==> config.mk <==
export PLATFORM = sky130hd
export DESIGN_NAME = ysyx_23060332_seq_flat
export DESIGN_NICKNAME = d
export VERILOG_FILES = /design/src/rtl/ysyx_23060332_seq_pkg.sv /design/src/rtl/ysyx_23060332_seq_if.sv /design/src/rtl/ysyx_23060332_seq_tmo.sv /design/src/rtl/ysyx_23060332_seq.sv /design/src/flat_wrapper.sv
export SDC_FILE = /design/constraint.sdc
export NUM_CORES = 1
export LEC_CHECK = 0
export ABC_AREA = 1
export CAP_MARGIN = 10
export CORE_ASPECT_RATIO = 0.75
export CORE_MARGIN = 2
export CORE_UTILIZATION = 40
export CTS_BUF_LIST = sky130_fd_sc_hd__clkbuf_16
export DETAILED_ROUTE_END_ITERATION = 8
export PLACE_DENSITY_LB_ADDON = 0.2
export SLEW_MARGIN = 20
export SYNTH_ARGS = -nofsm -noshare
export SYNTH_HDL_FRONTEND = slang
export SYNTH_HIERARCHICAL = 1
export SYNTH_SLANG_ARGS = --single-unit
==> constraint.sdc <==
create_clock -name clk -period 2.4 [get_ports clk]
set_input_delay 0.36 -clock clk [delete_from_list [all_inputs] [get_ports clk]]
set_output_delay 0.36 -clock clk [all_outputs]
set_load 0.01 [all_outputs]
==> src/rtl/ysyx_23060332_seq_pkg.sv <==
// Shared definitions for the ysyx_23060332 instruction sequencer:
// state encoding, halt cause codes and the RV32I fields the decoder keys on.
package ysyx_23060332_seq_pkg;

    typedef enum logic [2:0] {
        S_IDLE   = 3'd0,
        S_FETCH  = 3'd1,
        S_WAIT   = 3'd2,
        S_DECODE = 3'd3,
        S_EXEC   = 3'd4,
        S_HALT   = 3'd5
    } state_t;

    typedef enum logic [1:0] {
        CAUSE_NONE    = 2'b00,
        CAUSE_EBREAK  = 2'b01,
        CAUSE_ILLEGAL = 2'b10,
        CAUSE_TIMEOUT = 2'b11
    } halt_cause_t;

    localparam logic [6:0]  OPC_OP_IMM = 7'b0010011;
    localparam logic [6:0]  OPC_SYSTEM = 7'b1110011;
    localparam logic [2:0]  F3_ADDI    = 3'b000;
    localparam logic [11:0] IMM_EBREAK = 12'h001;
    localparam logic [31:0] INST_BYTES = 32'd4;

    // Reference decode rules for the external decoder feeding dec_addi.
    function automatic logic is_addi(input logic [31:0] word);
        return (word[6:0] == OPC_OP_IMM) && (word[14:12] == F3_ADDI);
    endfunction

    // Reference decode rules for the external decoder feeding dec_ebreak.
    function automatic logic is_ebreak(input logic [31:0] word);
        return (word[6:0] == OPC_SYSTEM) && (word[31:20] == IMM_EBREAK);
    endfunction

endpackage

==> src/rtl/ysyx_23060332_seq_if.sv <==
// Instruction-fetch channel: a valid/ready request carrying the address,
// followed by a single-cycle response pulse carrying the instruction word.
interface ysyx_23060332_seq_if;

    logic        ifu_req_valid;
    logic        ifu_req_ready;
    logic [31:0] ifu_addr;
    logic        ifu_rsp_valid;
    logic [31:0] ifu_rsp_data;

    // Sequencer side.
    modport master (
        output ifu_req_valid,
        output ifu_addr,
        input  ifu_req_ready,
        input  ifu_rsp_valid,
        input  ifu_rsp_data
    );

    // Instruction memory side.
    modport slave (
        input  ifu_req_valid,
        input  ifu_addr,
        output ifu_req_ready,
        output ifu_rsp_valid,
        output ifu_rsp_data
    );

endinterface

==> src/rtl/ysyx_23060332_seq_tmo.sv <==
// Fetch-response watchdog: 8-bit counter of WAIT cycles without a response.
// hit flags the increment that makes the count reach TIMEOUT.
module ysyx_23060332_seq_tmo #(
    parameter logic [7:0] TIMEOUT = 8'd255
) (
    input  logic clk,
    input  logic rst_n,
    input  logic clr,
    input  logic en,
    output logic hit
);

    logic [7:0] cnt;

    // Count idle WAIT cycles; cleared at every request handshake.
    always_ff @(posedge clk or negedge rst_n) begin
        // NOTE: state registers use non-blocking assignments so every flop
        // samples pre-edge values, independent of block ordering.
        if (!rst_n) begin
            cnt <= 8'd0;
        end else if (clr) begin
            cnt <= 8'd0;
        end else if (en) begin
            cnt <= cnt + 8'd1;
        end
    end

    assign hit = en && (cnt == TIMEOUT - 8'd1);

endmodule

==> src/rtl/ysyx_23060332_seq.sv <==
// Minimal instruction sequencer: fetches words from RESET_PC onward,
// retires addi, halts on ebreak, an illegal word or a fetch timeout.
module ysyx_23060332_seq
    import ysyx_23060332_seq_pkg::*;
#(
    parameter logic [31:0] RESET_PC = 32'h8000_0000,
    parameter logic [7:0]  TIMEOUT  = 8'd255
) (
    input  logic                      clk,
    input  logic                      rst_n,
    input  logic                      start,
    ysyx_23060332_seq_if.master       ifu,
    output logic [31:0]               inst,
    input  logic                      dec_addi,
    input  logic                      dec_ebreak,
    output logic                      rf_wen,
    output logic [31:0]               pc,
    output logic [31:0]               retired,
    output logic                      halted,
    output logic [1:0]                halt_cause
);

    state_t      state;
    state_t      state_nxt;
    halt_cause_t cause_q;
    halt_cause_t cause_nxt;
    logic        req_valid;
    logic        tmo_clr;
    logic        tmo_en;
    logic        tmo_hit;
    logic        inst_ld;
    logic        retire;
    logic        cause_ld;

    ysyx_23060332_seq_tmo #(
        .TIMEOUT (TIMEOUT)
    ) u_tmo (
        .clk   (clk),
        .rst_n (rst_n),
        .clr   (tmo_clr),
        .en    (tmo_en),
        .hit   (tmo_hit)
    );

    // State register.
    always_ff @(posedge clk or negedge rst_n) begin
        if (!rst_n) begin
            state <= S_IDLE;
        end else begin
            state <= state_nxt;
        end
    end

    // Next-state logic; a response beats a same-cycle timeout, ebreak beats addi.
    always_comb begin
        // NOTE: every combinational output gets a default first so no path
        // leaves it unassigned and no latch is inferred.
        state_nxt = state;
        case (state)
            S_IDLE:   if (start) state_nxt = S_FETCH;
            S_FETCH:  if (ifu.ifu_req_ready) state_nxt = S_WAIT;
            S_WAIT: begin
                if (ifu.ifu_rsp_valid) begin
                    state_nxt = S_DECODE;
                end else if (tmo_hit) begin
                    state_nxt = S_HALT;
                end
            end
            S_DECODE: state_nxt = S_EXEC;
            S_EXEC: begin
                if (dec_ebreak) begin
                    state_nxt = S_HALT;
                end else if (dec_addi) begin
                    state_nxt = S_FETCH;
                end else begin
                    state_nxt = S_HALT;
                end
            end
            S_HALT:   state_nxt = S_HALT;
            default:  state_nxt = S_IDLE;
        endcase
    end

    // Per-state strobes and datapath load enables.
    always_comb begin
        req_valid = 1'b0;
        rf_wen    = 1'b0;
        halted    = 1'b0;
        tmo_clr   = 1'b0;
        tmo_en    = 1'b0;
        inst_ld   = 1'b0;
        retire    = 1'b0;
        cause_ld  = 1'b0;
        cause_nxt = CAUSE_NONE;
        case (state)
            S_FETCH: begin
                req_valid = 1'b1;
                tmo_clr   = ifu.ifu_req_ready;
            end
            S_WAIT: begin
                inst_ld = ifu.ifu_rsp_valid;
                tmo_en  = !ifu.ifu_rsp_valid;
                if (tmo_hit) begin
                    cause_ld  = 1'b1;
                    cause_nxt = CAUSE_TIMEOUT;
                end
            end
            S_EXEC: begin
                if (dec_ebreak) begin
                    cause_ld  = 1'b1;
                    cause_nxt = CAUSE_EBREAK;
                end else if (dec_addi) begin
                    rf_wen = 1'b1;
                    retire = 1'b1;
                end else begin
                    cause_ld  = 1'b1;
                    cause_nxt = CAUSE_ILLEGAL;
                end
            end
            S_HALT:  halted = 1'b1;
            default: ;
        endcase
    end

    // Architectural registers: pc, fetched word, retire count, halt cause.
    always_ff @(posedge clk or negedge rst_n) begin
        // NOTE: inst is reset too, not just the control state, because the
        // decoder looks at it combinationally from the very first cycle.
        if (!rst_n) begin
            pc      <= RESET_PC;
            inst    <= 32'd0;
            retired <= 32'd0;
            cause_q <= CAUSE_NONE;
        end else begin
            if (inst_ld) begin
                inst <= ifu.ifu_rsp_data;
            end
            if (retire) begin
                pc      <= pc + INST_BYTES;
                retired <= retired + 32'd1;
            end
            if (cause_ld) begin
                cause_q <= cause_nxt;
            end
        end
    end

    assign ifu.ifu_req_valid = req_valid;
    assign ifu.ifu_addr      = pc;
    assign halt_cause        = cause_q;

endmodule

==> src/flat_wrapper.sv <==
// flat-port wrapper written by rule: the top's interface ports become plain ports
module ysyx_23060332_seq_flat import ysyx_23060332_seq_pkg::*;
#(
    parameter logic [31:0] RESET_PC = 32'h8000_0000,
    parameter logic [7:0]  TIMEOUT  = 8'd255
)
  (clk, rst_n, start, inst, dec_addi, dec_ebreak, rf_wen, pc, retired, halted, halt_cause, ifu_ifu_req_valid, ifu_ifu_addr, ifu_ifu_req_ready, ifu_ifu_rsp_valid, ifu_ifu_rsp_data);
  ysyx_23060332_seq_if ifu_i ();
  input  logic clk;
  input  logic rst_n;
  input  logic start;
  output logic [31:0] inst;
  input  logic dec_addi;
  input  logic dec_ebreak;
  output logic rf_wen;
  output logic [31:0] pc;
  output logic [31:0] retired;
  output logic halted;
  output logic [1:0] halt_cause;
  output wire logic [$bits(ifu_i.ifu_req_valid)-1:0] ifu_ifu_req_valid;
  output wire logic [$bits(ifu_i.ifu_addr)-1:0] ifu_ifu_addr;
  input wire logic [$bits(ifu_i.ifu_req_ready)-1:0] ifu_ifu_req_ready;
  input wire logic [$bits(ifu_i.ifu_rsp_valid)-1:0] ifu_ifu_rsp_valid;
  input wire logic [$bits(ifu_i.ifu_rsp_data)-1:0] ifu_ifu_rsp_data;
  assign ifu_ifu_req_valid = ifu_i.ifu_req_valid;
  assign ifu_ifu_addr = ifu_i.ifu_addr;
  assign ifu_i.ifu_req_ready = ifu_ifu_req_ready;
  assign ifu_i.ifu_rsp_valid = ifu_ifu_rsp_valid;
  assign ifu_i.ifu_rsp_data = ifu_ifu_rsp_data;
  ysyx_23060332_seq #(.RESET_PC(RESET_PC), .TIMEOUT(TIMEOUT)) u_core (.clk(clk), .rst_n(rst_n), .start(start), .ifu(ifu_i), .inst(inst), .dec_addi(dec_addi), .dec_ebreak(dec_ebreak), .rf_wen(rf_wen), .pc(pc), .retired(retired), .halted(halted), .halt_cause(halt_cause));
endmodule
==> reports/results.tsv, run 1 <==
metric	value	unit
place.gp.congestion	0.930	
fp-row-count	37	
ys_warn_count	6	
antenna_found_initial	0	
worstMarginPinSlew	0.705	ns
grt_pass1_vias	4671	
synth-async-reset-ratio	100	%
fmax	456	MHz
path_class	reg -> out	
end_kind	output pin	
synth_fa_ha_area_share	0.882	%
syn_inst	669	
die_area	0.0152	mm2
synth_xor_area_share	5.25	%
r2r_end	u_core/ifu.ifu_addr[25]	
rsz0062_at_grt	false	
tritoncts	done	
grt_pass1_wl	23.5	mm
hpwlAfterDp	10.7	mm
ant_nets	0	
worst_ep_required_time	2.04	ns
p_total	0.00572	W
rr_worst_depth	9	
synth_top_family_by_area	simple AND/OR/NAND/NOR gates	
grt_start_max_net_pins	42	
pwr-share-comb	30.7	%
synth_compound_area_share	2.03	%
avgSynthCellArea	8.48	um2
num_vias	4891	
start_util	41.1	%
drtPass1Iterations	5	
endpoint	rf_wen	
post-synth-top-count-cell	nand2_1	
power_frac_seq	42.8	%
switching_share	29.8	%
ys_types	34	
detail_route.vias_per_cell	4.91	
power.leakage	3.46	nW
clock_latency	0.35	ns
start_kind	register	
post_cts_buffers	0	
fin_tns_setup	0	ns
ir_worst_vdd	0.000636	V
ys_seq_area_share	47.2	%
grt-ovfl-total	0	
fin_util	55.4	%
yosys-mux-area-fraction	6.35	%
yosys_register_bits	107	
critical_path_depth	4	
r2r_slack	0.52	ns
flow.area_growth_from_synthesis	34.7	%
clk_path_buf_depth	2	
synth_area	0.00568	mm2
synth_edf_count	0	
numCtsBuffers	9	
violations	negative hold slack	
fin_nets	860	
path_clk_slew	0.06	ns
synthSimpleGateAreaFrac	28.0	%
crit_buf_inv	2	
fin_hold_ws	-0.00132	ns
cp_max_fo	5	
drv_slew	0	
slew_headroom	52.6	%
dr.first_iter.drc_count	340	
die_w	142	um
cts.sink_count	107	
fillers	1213	
startpoint	u_core/state[0]	
cts_resized	0	
synth_top_area_share	46.7	%
setup_viol	0	
p_clk_share	26.5	%
finClkSkew	0.00922	ns
cp_cell_sequence	inv_1 > nand3_2 > nor2_4 > clkdlybuf4s50_1	
drive_above_1_share	9.61	%
finalHoldViolations	5	
drt_drc_violations_left	0	
die_y	107	um
synthTopCellsByCount	nand2_1 (176), dfrtp_1 (106), nor2_1 (84), inv_1 (76), nand3_1 (36)	
htreeDepth	3	
portBuffers	167	
ys.flop_type	dfrtp_1	
routed_wl	14.2	mm
cts_hold_buf	0	
hold_class	in -> async	
arrival	1.83	ns
max_stage_delay	0.58	ns
min_period	2.19	ns
synth_top_area_cell	dfrtp_1	
drt-wirelength-per-cell	14.3	um
clock-root-buffer	clkbuf_16	
n_antenna_cell	0	
p_sw	0.00170	W
power.density	748	mW/mm2
grt_usage	19.6	%
ios	172	
r2r-start	u_core/state[0]	
internal_power	0.00401	W
post-route-period-util	91.4	%
maxCapViolations	0	
cpLargestDelayFamily	buffers and inverters	
netlist_top_cells_area	dfrtp_1 (47%), nand2_1 (12%), mux2_2 (6.3%)	
slowest_stage	clkdlybuf4s50_1	
core	0.0138	mm2
status	finished, violations left	
[worst reg2reg max path, cell delays in order, from the launching register on]
cell	delay, ns
dfrtp_1	0.42
inv_1	0.14
nand3_2	0.15
nor2_4	0.19
buf_4	0.25
nand3_2	0.21
nor2_4	0.19
nand2_1	0.07
nand2_1	0.08
nand2_1	0.07
[power by group through the flow]
stage	clock, W	combinational, W	sequential (W)
after floorplan	0	0.000664	0.00260
after global placement	0	0.00174	0.00246
after detailed placement	0	0.00177	0.00248
after CTS	0.00157	0.00178	0.00245
after global routing	0.00165	0.00190	0.00251
final	0.00151	0.00176	0.00245
[metal layers]
metal / global-route usage, % / vias to the layer above / wire, um
li1: - / 2368 / -
met1: 27.9 / 2335 / 6740
met2: 29.4 / 170 / 6260
met3: 6.12 / 18 / 1080
met4: 4.36 / 0 / 166
met5: 0 / - / 0
[registers in the layout (all words and copies together), names as in the netlist]
name                 flops
u_core/halt_cause        2
u_core/ifu.ifu_addr     30
u_core/retired          32
u_core/u_tmo/cnt         8
u_core/inst             32
u_core/state             3
[cell families after synthesis]
| family | after synthesis |
|---|---|
| xor+xnor | 34 |
| simple gates | 354 |
| buf+inv | 117 |
| compound gates | 20 |
| fa+ha+maj | 4 |
| mux | 32 |
| other cells | 1 |
| flops | 107 |
[per-stage QoR]
stage / instances / cell area, um2 / setup slack (ns)
floorplan: 672 / 5690 / 0.637
finish: 997 / 7650 / 0.206
global placement: 981 / 7350 / 0.279
CTS: 997 / 7650 / 0.193
global route: 997 / 7650 / 0.111
detailed placement: 981 / 7350 / 0.248
[layout make-up]
type                    count  area (um2)  share of cell area (%)
well taps                 175         219                    2.86
flip-flops and latches    107        2680                    35.0
multi-input cells         448        2430                    31.8
clock inverters             7        75.1                   0.982
clock buffers               9         225                    2.95
inverters                  78         293                    3.83
repair buffers            173        1730                    22.6
[worst min-delay path by stage]
stage	endpoint	slack (ns)	cells past startpoint
floorplan	u_core/halt_cause[0]	0.06	0
global placement	u_core/inst[26]	0.38	1
detailed placement	u_core/state[1]	0.39	1
CTS	u_core/ifu.ifu_addr[13]	0.007	1
global route	u_core/u_tmo/cnt[5]	0.02	1
finish	u_core/state[1]	-0.001	1
[layout by cell type (no fill, tap or decap)]
cell type,count
nand2_1,176
clkdlybuf4s50_1,166
dfrtp_1,106
nor2_1,84
inv_1,76
nand3_1,36
mux2_2,32
xor2_1,22
nand4_1,20
xnor2_1,12
o21ai_0,10
clkbuf_16,9
nor3_1,8
nand3b_1,7
buf_4,6
nor2_2,6
nor2_4,5
nand3_2,4
a21oi_1,4
ha_1,4
conb_1,4
inv_6,2
clkinv_4,2
clkinv_2,2
inv_2,2
nand2_4,2
o211ai_1,2
nor3_2,2
bufinv_16,1
nor2_8,1
nor4_1,1
nor3b_1,1
and2_1,1
o21bai_1,1
a211oi_1,1
o22ai_1,1
dfstp_2,1
buf_12,1
a21oi_2,1
No activity file was read; power rests on OpenSTA's default activity.
==> run 2: changes to the inputs <==
--- a/config.mk
+++ b/config.mk
@@ -12,6 +12,7 @@
 export CORE_UTILIZATION = 40
 export CTS_BUF_LIST = sky130_fd_sc_hd__clkbuf_16
 export DETAILED_ROUTE_END_ITERATION = 8
+export GPL_ROUTABILITY_DRIVEN = 1
 export PLACE_DENSITY_LB_ADDON = 0.2
 export SLEW_MARGIN = 20
 export SYNTH_ARGS = -nofsm -noshare
==> results of run 2 <==
The final DEF is identical to that of run 1; final timing and power are the same.
